**src/rtl/rob_pkg.sv**
```systemverilog
// Shared types for the reorder buffer: entry layout, commit packet and the
// operand lookup helper used by both dispatch read ports.
package rob_pkg;

    localparam int XLEN      = 32;
    localparam int ROB_DEPTH = 8;
    localparam int TAG_W     = $clog2(ROB_DEPTH);
    localparam int CNT_W     = TAG_W + 1;

    typedef logic [TAG_W-1:0] rob_tag_t;

    typedef struct packed {
        logic            valid;
        logic            done;
        logic            has_dest;
        logic [4:0]      dest_reg;
        logic [XLEN-1:0] pc;
        logic [XLEN-1:0] value;
    } rob_entry_t;

    typedef struct packed {
        logic            valid;
        logic            wr_en;
        logic [4:0]      dest_reg;
        logic [XLEN-1:0] value;
        logic [XLEN-1:0] pc;
        rob_tag_t        tag;
    } rob_commit_t;

    typedef struct packed {
        logic            ready;
        logic [XLEN-1:0] value;
    } rob_read_t;

    // A same-cycle CDB write to a live entry wins over the stored value.
    function automatic rob_read_t rob_lookup(input rob_entry_t      e,
                                             input rob_tag_t        tag,
                                             input logic            cdb_valid,
                                             input rob_tag_t        cdb_tag,
                                             input logic [XLEN-1:0] cdb_value);
        rob_read_t r;
        logic      bypass;
        bypass  = cdb_valid && (cdb_tag == tag) && e.valid;
        r.ready = (e.valid && e.done) || bypass;
        r.value = bypass ? cdb_value : e.value;
        return r;
    endfunction

endpackage

```
**src/rtl/rob.sv**
```systemverilog
// Eight-entry reorder buffer: allocates tags at dispatch, captures CDB results,
// serves operand reads with CDB bypass and retires in program order.
module rob
    import rob_pkg::*;
(
    input  logic            clock,
    input  logic            reset_n,
    input  logic            dispatch_valid,
    input  logic            dispatch_has_dest,
    input  logic [4:0]      dispatch_dest_reg,
    input  logic [XLEN-1:0] dispatch_pc,
    output logic            dispatch_ready,
    output rob_tag_t        dispatch_tag,
    input  logic            cdb_valid,
    input  rob_tag_t        cdb_tag,
    input  logic [XLEN-1:0] cdb_value,
    input  rob_tag_t        rd_tag_a,
    input  rob_tag_t        rd_tag_b,
    output logic            rd_ready_a,
    output logic            rd_ready_b,
    output logic [XLEN-1:0] rd_value_a,
    output logic [XLEN-1:0] rd_value_b,
    input  logic            flush,
    output logic            commit_valid,
    output logic            commit_wr_en,
    output logic [4:0]      commit_dest_reg,
    output logic [XLEN-1:0] commit_value,
    output logic [XLEN-1:0] commit_pc,
    output rob_tag_t        commit_tag,
    output logic            rob_empty,
    output logic [CNT_W-1:0] rob_count
);

    rob_entry_t       entries [ROB_DEPTH];
    rob_tag_t         head;
    rob_tag_t         tail;
    logic [CNT_W-1:0] count;
    logic [CNT_W-1:0] count_nxt;
    logic             ready_q;
    logic             do_dispatch;
    logic             do_commit;
    logic             cdb_hit;
    rob_commit_t      commit_pkt;
    rob_read_t        read_a;
    rob_read_t        read_b;

    assign do_dispatch = dispatch_valid && ready_q;
    assign cdb_hit     = cdb_valid && entries[cdb_tag].valid;

    always_comb begin
        commit_pkt          = '0;
        commit_pkt.valid    = entries[head].valid && entries[head].done;
        commit_pkt.wr_en    = commit_pkt.valid && entries[head].has_dest;
        commit_pkt.dest_reg = entries[head].dest_reg;
        commit_pkt.value    = entries[head].value;
        commit_pkt.pc       = entries[head].pc;
        commit_pkt.tag      = head;
    end

    assign do_commit = commit_pkt.valid;
    assign count_nxt = count + CNT_W'(do_dispatch) - CNT_W'(do_commit);

    // Dispatch write comes last so it wins over stale CDB/commit updates to tail.
    always_ff @(posedge clock) begin
        if (!reset_n) begin
            for (int i = 0; i < ROB_DEPTH; i++) entries[i] <= '0;
            head    <= '0;
            tail    <= '0;
            count   <= '0;
            ready_q <= 1'b1;
        end else if (flush) begin
            for (int i = 0; i < ROB_DEPTH; i++) begin
                entries[i].valid <= 1'b0;
                entries[i].done  <= 1'b0;
            end
            head    <= '0;
            tail    <= '0;
            count   <= '0;
            ready_q <= 1'b1;
        end else begin
            if (cdb_hit) begin
                entries[cdb_tag].done  <= 1'b1;
                entries[cdb_tag].value <= cdb_value;
            end
            if (do_commit) begin
                entries[head].valid <= 1'b0;
                head                <= head + 1'b1;
            end
            if (do_dispatch) begin
                entries[tail].valid    <= 1'b1;
                entries[tail].done     <= 1'b0;
                entries[tail].has_dest <= dispatch_has_dest;
                entries[tail].dest_reg <= dispatch_dest_reg;
                entries[tail].pc       <= dispatch_pc;
                entries[tail].value    <= '0;
                tail                   <= tail + 1'b1;
            end
            count   <= count_nxt;
            ready_q <= (count_nxt != CNT_W'(ROB_DEPTH));
        end
    end

`ifndef SYNTHESIS
    always @(posedge clock) begin
        if (reset_n && cdb_valid && !entries[cdb_tag].valid)
            $error("rob: CDB broadcast to invalid entry %0d", cdb_tag);
    end
`endif

    assign read_a = rob_lookup(entries[rd_tag_a], rd_tag_a, cdb_valid, cdb_tag, cdb_value);
    assign read_b = rob_lookup(entries[rd_tag_b], rd_tag_b, cdb_valid, cdb_tag, cdb_value);

    assign rd_ready_a      = read_a.ready;
    assign rd_value_a      = read_a.value;
    assign rd_ready_b      = read_b.ready;
    assign rd_value_b      = read_b.value;

    assign dispatch_ready  = ready_q;
    assign dispatch_tag    = tail;
    assign commit_valid    = commit_pkt.valid;
    assign commit_wr_en    = commit_pkt.wr_en;
    assign commit_dest_reg = commit_pkt.dest_reg;
    assign commit_value    = commit_pkt.value;
    assign commit_pc       = commit_pkt.pc;
    assign commit_tag      = commit_pkt.tag;
    assign rob_empty       = (count == '0);
    assign rob_count       = count;

endmodule

```
**config.mk**
```make
export PLATFORM = sky130hd
export DESIGN_NAME = rob
export DESIGN_NICKNAME = d
export VERILOG_FILES = /design/src/rtl/rob_pkg.sv /design/src/rtl/rob.sv
export SDC_FILE = /design/constraint.sdc
export NUM_CORES = 1
export LEC_CHECK = 0
export ABC_AREA = 1
export CAP_MARGIN = 20
export CORE_ASPECT_RATIO = 0.9
export CORE_MARGIN = 1.5
export CORE_UTILIZATION = 25
export DETAILED_ROUTE_END_ITERATION = 10
export GPL_TIMING_DRIVEN = 0
export MAX_ROUTING_LAYER = met4
export SYNTH_ARGS = -nofsm -noshare
export SYNTH_HDL_FRONTEND = slang
export SYNTH_SLANG_ARGS = --single-unit
```
**constraint.sdc**
```tcl
create_clock -name clock -period 3.6 [get_ports clock]
set_input_delay 0.54 -clock clock [delete_from_list [all_inputs] [get_ports clock]]
set_output_delay 0.54 -clock clock [all_outputs]
set_load 0.02 [all_outputs]
```
Word-level counts from Yosys, hierarchy flattened
Memories as Yosys holds them, arrays and structs flattened. A register that Yosys moved wholly into a read port is not among the register bits.
Cells that the tools add are included.
{"block": "totals", "regBits": 11, "latchBits": 0, "ram_bits": 576, "mem_bits_ro": 0, "memories": 1}
{"block": "classes", "addsub": 4, "mul": 0, "div": 0, "order_cmp": 0, "n_eq_ne": 3, "n_shift": 0, "mux": 45, "bitwise": 17, "reduce_logical": 17}
{"memory": "entries", "words": 8, "word_bits": 72, "read_ports": 4, "rd_clocked_by_memory_dff": 1, "wr": 8, "line_no": "rob.sv:34", "source": "rob_entry_t entries [ROB_DEPTH];"}
{"operator": "$mux W72", "n": 3}
{"operator": "$reduce_or A72 Y1", "n": 3}
{"operator": "$mux W32", "n": 2}
{"operator": "$mux W1", "n": 32}
{"operator": "$mux W3", "n": 7}
{"operator": "$or A1 B1 Y1", "n": 16}
{"operator": "$logic_and A1 B1 Y1", "n": 10}
{"operator": "$add A3 B1 Y3 const B", "n": 2}
{"operator": "$eq A3 B3 Y1", "n": 2}
{"operator": "$add A4 B1 Y4", "n": 1}
{"operator": "$logic_not A4 Y1", "n": 1}
{"operator": "$mux W4", "n": 1}
{"operator": "$ne A4 B4 Y1 const B", "n": 1}
{"operator": "$sub A4 B1 Y4", "n": 1}
{"operator": "$logic_or A1 B1 Y1", "n": 2}
{"operator": "$reduce_or A2 Y1", "n": 1}
{"operator": "$not A1 Y1", "n": 1}

Logic depth before layout (Yosys ltp)
Gate-level depths: netlist of run 1.
An unclocked memory read counts as a cell.
{"block": "logic_depth", "ltp_word": 8, "depth_mapped": 16, "depth_no_buf": 15}

Worst setup path after synthesis of run 1
Ideal clock, no wire load.
{"block": "synth_timing", "kind": "input-to-reg", "start": "input port reset_n", "end": "memory entries[6][32] (netlist name) (enable)", "setup_time_ps": 396, "arrival_time_ps": 2307, "required_time_ps": 3204, "slack_ps": 897, "stages": 9, "cell_sequence": "inv_2 nor2_4 inv_2 nor3_1 inv_2 nor2_2 inv_2 clkbuf_1 nand2_1"}
{"item": "from (decl)", "line_no": "rob.sv:7", "source": "input logic reset_n,"}
{"item": "to (decl)", "line_no": "rob.sv:34"}

Final worst setup path of run 1
{"block": "layout_timing", "start": "input port rd_tag_b[0]", "end": "output port rd_value_b[10]"}
{"block": "layout_between", "elab_chain_len": 4, "word_cells_on_any_way": 5, "classes_between": "eq/ne: 1; mux: 1; reduce/logical: 2; memory: 1"}
{"item": "from (decl)", "line_no": "rob.sv:18", "source": "input rob_tag_t rd_tag_b,"}
{"item": "parallel branches: the longest is 3 deep, another holds $mem_v2 Z8 W72"}
{"item": "$mux W32 (*)", "line_no": "rob_pkg.sv:45", "source": "r.value = bypass ? cdb_value : e.value;"}
{"item": "to (decl)", "line_no": "rob.sv:22", "source": "output logic [XLEN-1:0] rd_value_b,"}
Every way passes the cells marked *.

==> impl_metrics.toml, run 1 <==
[floorplan]
start_util_pct = 25.3
die_h_um = 344
rows = 124
core_um2 = 128000
fp.dieW_um = 382
io_pins = 233
dieArea_um2 = 131000

[logic_synthesis]
synth_cell_types = 32
ys_seq_area_share_pct = 46.0
syn_nets = 4298
syn_inst = 4207
synth_seq_cells = 590
yosysWarningCount = 0
syn-cell-area_um2 = 32300
syn_avg_cell_area_um2 = 7.68

[route]
routed_wirelength_um = 169000
drtIter0Drc = 5356
routedWlPerCell_um = 26.9
firstDrtPassIters = 6
postRouteAntennaNets = 0
route.detailed.drc = 0
via_count = 35600
routed_via_density = 5.68

[min_path]
hold_path.class = "input port to flip-flop"

[timing]
hold_viol_final = 0
slew_viol_final = 0
fin_setup_tns_ns = -0.144
tightest_slew_ns = 1.13
layout_setup_ws_ns = -0.0809
fmaxAchievable_mhz = 272
setup_violations = 3
relSlewSlack_pct = 24.8
fin_skew_ns = 0.0488
post-route-min-period_ns = 3.68
min_period_over_period_pct = 102
rsz0062_at_grt = "false"

[worst_setup_path]
cp_max_fo = 10
r2r_slack_ns = 0.49
endpoint_kind = "primary output"
start_kind = "input port"
crit_type = "input port to primary output"
required_ns = 3.06
arrival_ns = 3.14

[global_route]
grt_overflow_total = 0
antenna_found_initial = 22
grt_max_degree = 34
grt_pass1_vias = 33800
grt_pass1_wl_um = 238000
gr-usage-all-layers_pct = 25.5

[final_layout]
post-route-util_pct = 31.4
drive_gt1_share_pct = 10.3
area_growth_pct = 23.9
layout.cells.non_filler = 6264
layout.nets = 4580

[power]
p_total_mw = 16.9
p_leak_nw = 15.0
powerDensity_nw_per_um2 = 423
peakVddDrop_v = 0.000290

[clock_network]
clock-root-buffer = "clkbuf_16"
h-tree-depth = 3
clkTransAtPathRegs_ns = 0.06
cts.sinks = 590
clock_path_buffers = 3
insertion_delay_ns = 0.67
cts_tree = "yes"
numCtsBuffers = 73

[placement]
gp_congestion = 1.04
portBuffers = 192
place_inst = 6113
dp_slack_ns = -1.27
place_hpwl_um = 121000

[outcome]
violations = "setup timing"
status = "finished with violations"

[run]
maxCapViolCount = 0
## state kept, by name, summed over array words and instances (netlist names), named ones only
register / count
commit_tag: 3
dispatch_ready: 1
dispatch_tag: 3
rob_count: 4
entries: 576
## final cells by class
class | count | area (um^2)
fill | 13600 | 87500
inverter | 253 | 961
multi-input combinational | 2911 | 14800
tap | 1701 | 2130
clock inverter | 33 | 415
buffer | 452 | 2480
sequential | 590 | 14900
clock buffer | 99 | 2040
timing repair buffer | 208 | 2250
antenna | 17 | 42.5
## cells in the final DEF (no fill, tap or decap), types with 7 or more instances in the layout
| cell | n |
|---|---|
| a21oi_1 | 605 |
| a31oi_1 | 19 |
| a31oi_4 | 9 |
| buf_1 | 9 |
| buf_2 | 76 |
| buf_4 | 21 |
| buf_6 | 33 |
| buf_8 | 8 |
| clkbuf_1 | 199 |
| clkbuf_16 | 74 |
| clkbuf_2 | 79 |
| clkbuf_4 | 45 |
| clkbuf_8 | 15 |
| clkdlybuf4s50_1 | 81 |
| clkinv_1 | 9 |
| clkinv_2 | 10 |
| dfxtp_1 | 285 |
| diode_2 | 17 |
| dlygate4sd2_1 | 59 |
| dlymetal6s2s_1 | 49 |
| edfxtp_1 | 304 |
| inv_1 | 233 |
| inv_2 | 16 |
| nand2_1 | 374 |
| nand2_2 | 7 |
| nand3_1 | 300 |
| nand4_1 | 265 |
| nor2_1 | 508 |
| o211ai_1 | 160 |
| o21ai_0 | 518 |
| o21ai_1 | 10 |
| o21ai_2 | 10 |
| o21ai_4 | 9 |
| o22ai_1 | 74 |
## report_power, final
| group | internal (mW) | total (mW) | switching [mW] |
|---|---|---|---|
| combinational | 0.532 | 1.98 | 1.45 |
| clock | 4.44 | 7.69 | 3.24 |
| sequential | 7.20 | 7.25 | 0.0467 |
| total | 12.2 | 16.9 | 4.74 |
## critical path: stages
cell and delay [ns]:
buf_2 0.21, buf_2 0.40, clkbuf_2 0.49, o21ai_0 0.27, a21oi_1 0.17, o21ai_0 0.15, o21ai_1 0.21, clkdlybuf4s50_1 0.68
## kinds of logic after synthesis
group / Yosys count / share of synthesized area [%]
adders and majority gates: 7 / 0.294
xor gates and xnor gates: 3 / 0.0814
buffers and inverters: 706 / 9.24
and+or+nand+nor: 1476 / 20.6
DFF: 590 / 46.0
AOI/OAI and AO/OA: 1425 / 23.8
## metal layers
layer  vias to the layer above  GRT usage, %  wire length (um)
met4                         0          12.5              9420
met3                       539          8.31             21800
met5                         -             -                 0
met1                     17000          32.3             67400
li1                      15500             -                 -
met2                      2545          36.1             69900
## path summary, 6_finish.rpt
check,startpoint,end,depth (start not counted)
max,rd_tag_b[0],rd_value_b[10],8
min,cdb_value[29],entries[4][29],3
max reg2reg,dispatch_ready,entries[7][51],9
min reg2reg,entries[5][28],entries[5][28],2
## through the flow
stage | instance area, um^2 | hold slack (ns)
after global routing | 40000 | 0.393
after detailed placement | 36600 | 0.472
final | 40000 | 0.386
after global placement | 36300 | 0.467
after CTS | 39700 | 0.341
after floorplan | 32300 | 0.457
## cells in the mapped netlist, drive strengths merged
library cell | instances | area [um^2]
a21oi | 606 | 3030
o211ai | 160 | 1200
nor3 | 3 | 15.0
buf | 139 | 856
o21ai | 547 | 2740
a22oi | 1 | 7.51
inv | 250 | 938
o22ai | 74 | 463
nand2 | 385 | 1450
a21boi | 2 | 15.0
nand4 | 265 | 1660
nand3 | 306 | 1560
a32o | 1 | 10.0
nor2 | 516 | 1960
nor3b | 1 | 7.51
a31oi | 34 | 213
fa | 1 | 20.0
clkbuf | 314 | 1180
ha | 6 | 75.1
clkinv | 3 | 11.3
edfxtp | 304 | 9130
dfxtp | 286 | 5730
xor2 | 3 | 26.3
## timing repair
action	4_1_cts	5_1_grt
pin swaps	5	1
setup endpoints to repair	158	127
hold buffers	0	0
resized for setup	363	128
buffers inserted	2	0
No activity file was read; power rests on OpenSTA's default activity.
==> run 2: changes to the inputs <==
--- a/config.mk
+++ b/config.mk
@@ -13,6 +13,7 @@
 export DETAILED_ROUTE_END_ITERATION = 10
 export GPL_TIMING_DRIVEN = 0
 export MAX_ROUTING_LAYER = met4
+export REMOVE_ABC_BUFFERS = 1
 export SYNTH_ARGS = -nofsm -noshare
 export SYNTH_HDL_FRONTEND = slang
 export SYNTH_SLANG_ARGS = --single-unit
==> run 2 against run 1 <==
Effect of this change:
- sequential cell count unchanged
- maximum frequency grew 3.6%
- via count down 6.4%
- sequential share of layout area rose by 0.29 points
- highest routed layer unchanged
- wire length is 15% lower
- critical endpoint is now rd_value_b[24]
- clock-buffer cell count fell by 12
- the flow now finishes without violations
- die area is the same
==> impl_metrics.toml, run 2 (same netlist as run 1, synthesis figures left out) <==
[clock_network]
cts_tree = "yes"
cts.sinks = 590
cts_hold_buf = 0
insertion_delay_ns = 0.66
clkTransAtPathRegs_ns = 0.06
clock_path_buffers = 3
h-tree-depth = 3
numCtsBuffers = 67
clock-root-buffer = "clkbuf_16"

[run]
maxCapViolCount = 0

[power]
powerDensity_nw_per_um2 = 401
peakVddDrop_v = 0.000349
p_total_mw = 15.9
p_leak_nw = 14.4

[outcome]
status = "finished, final reports clean"

[floorplan]
rows = 124
io_pins = 233
start_util_pct = 25.3
core_um2 = 128000
die_h_um = 344
dieArea_um2 = 131000
fp.dieW_um = 382

[route]
firstDrtPassIters = 9
routed_via_density = 5.62
drtIter0Drc = 4507
route.detailed.drc = 0
routedWlPerCell_um = 24.3
via_count = 33300
postRouteAntennaNets = 0
routed_wirelength_um = 144000

[placement]
gp_congestion = 0.810
dpl-instance-area_um2 = 36400
place_inst = 5751
dp_slack_ns = -1.54
portBuffers = 232
place_hpwl_um = 74700

[worst_setup_path]
crit_type = "input port to primary output"
critPathLaunch = "cdb_tag[0]"
arrival_ns = 3.01
endpoint_kind = "primary output"
start_kind = "input port"
cp_max_fo = 16
worstPathCellList = "clkdlybuf4s15_2 -> inv_4 -> nand2_1 -> nand3_1 -> nor3_4 -> buf_12 -> buf_6 -> nand2_8 -> buf_4 -> o21ai_2 -> o21ai_0 -> dlygate4sd2_1"
r2r_start = "entries[3][71]"
slowest_stage = "clkdlybuf4s15_2"
required_ns = 3.06
cp_num_buf_inv = 6
crit_family = "buffers and inverters"
slowest_delay_ns = 0.44

[timing]
min_period_over_period_pct = 98.7
fin_setup_tns_ns = 0
relSlewSlack_pct = 35.2
layout_setup_ws_ns = 0.0459
hold_ws_ns = 0.328
fin_skew_ns = 0.0324
fmaxAchievable_mhz = 281
setup_violations = 0
tightest_slew_ns = 0.972
hold_viol_final = 0
slew_viol_final = 0
post-route-min-period_ns = 3.55

[global_route]
grt_pass1_vias = 30900
met2_usage_pct = 32.9
met3_usage_pct = 5.64
antenna_found_initial = 6
gr-max-usage-layer = "met2"
grt_pass1_wl_um = 206000
grt_max_degree = 162
gr-usage-all-layers_pct = 21.4
use_met1_pct = 26.6
grt_overflow_total = 0

[final_layout]
layout.cells.non_filler = 5925
mostFrequentLayoutCell = "a21oi_1"
regMostFlops = "entries"
largest_reg_flops = 576
final_area_um2 = 39700
post-route-util_pct = 31.1
area_growth_pct = 23.0
mostFrequentLayoutCells = "606 x a21oi_1, 515 x o21ai_0, 498 x nor2_1"
fillers = 13400
layout.nets = 4261
drive_gt1_share_pct = 7.35

[min_path]
min_from = "reset_n"
hold_path.class = "input port to flip-flop"
==> run 2: cell count changes in the layout (fill, tap and decap cells not counted), moves of 31 or more <==
cell and change:
buf_12 +38, buf_2 -76, buf_6 -31, clkbuf_1 -191, clkbuf_2 -78, clkbuf_4 -45
clkdlybuf4s50_1 +71, dlygate4sd2_1 -38
==> run 2: timing repair <==
action / in CTS / in global routing
setup buffers: 25 / 6
gates resized for setup: 131 / 57
setup endpoints to repair: 686 / 211
gates cloned: 15 / 5
pin swaps: 13 / 3
==> run 2: final timing paths <==
check | end | slack (ns) | cells after the start
worst min register to register | entries[5][26] | 0.48 | 2
worst max register to register | entries[2][13] | 0.37 | 10
worst min-delay path | entries[3][10] | 0.33 | 3
worst max-delay path | rd_value_b[24] | 0.05 | 12
==> run 2: area by class of cell <==
cell class | instances | area [um^2] | area share [%]
multi-input combinational | 2917 | 14900 | 37.5
sequential | 590 | 14900 | 37.4
timing repair buffer | 339 | 4640 | 11.7
tap | 1701 | 2130 | 5.36
clock buffer | 87 | 1870 | 4.71
inverter | 253 | 1040 | 2.62
clock inverter | 29 | 238 | 0.598
timing repair inverter | 2 | 17.5 | 0.0441
antenna | 7 | 17.5 | 0.0441
==> run 2: worst register-to-register path, cell delays in order (launching register included) <==
cell	delay (ns)
dfxtp_1	0.45
inv_1	0.08
nand2_1	0.06
nand3_1	0.09
nand2_1	0.08
inv_2	0.12
nand2_8	0.43
buf_16	0.52
nand3_4	0.88
nand3_1	0.31
a21oi_1	0.08
==> run 2: where the power goes <==
group	total (mW)	switching [mW]	leakage, nW	internal (mW)
Combinational	1.84	1.28	7.95	0.561
Sequential	7.24	0.0428	5.46	7.20
Clock	6.83	3.01	1.04	3.82
Total	15.9	4.33	14.4	11.6
==> run 2: per-layer routing <==
| layer | up-vias | wire [um] |
|---|---|---|
| li1 | 14900 | - |
| met5 | - | 0 |
| met2 | 2161 | 64600 |
| met1 | 15800 | 55900 |
| met4 | 0 | 6090 |
| met3 | 428 | 17300 |
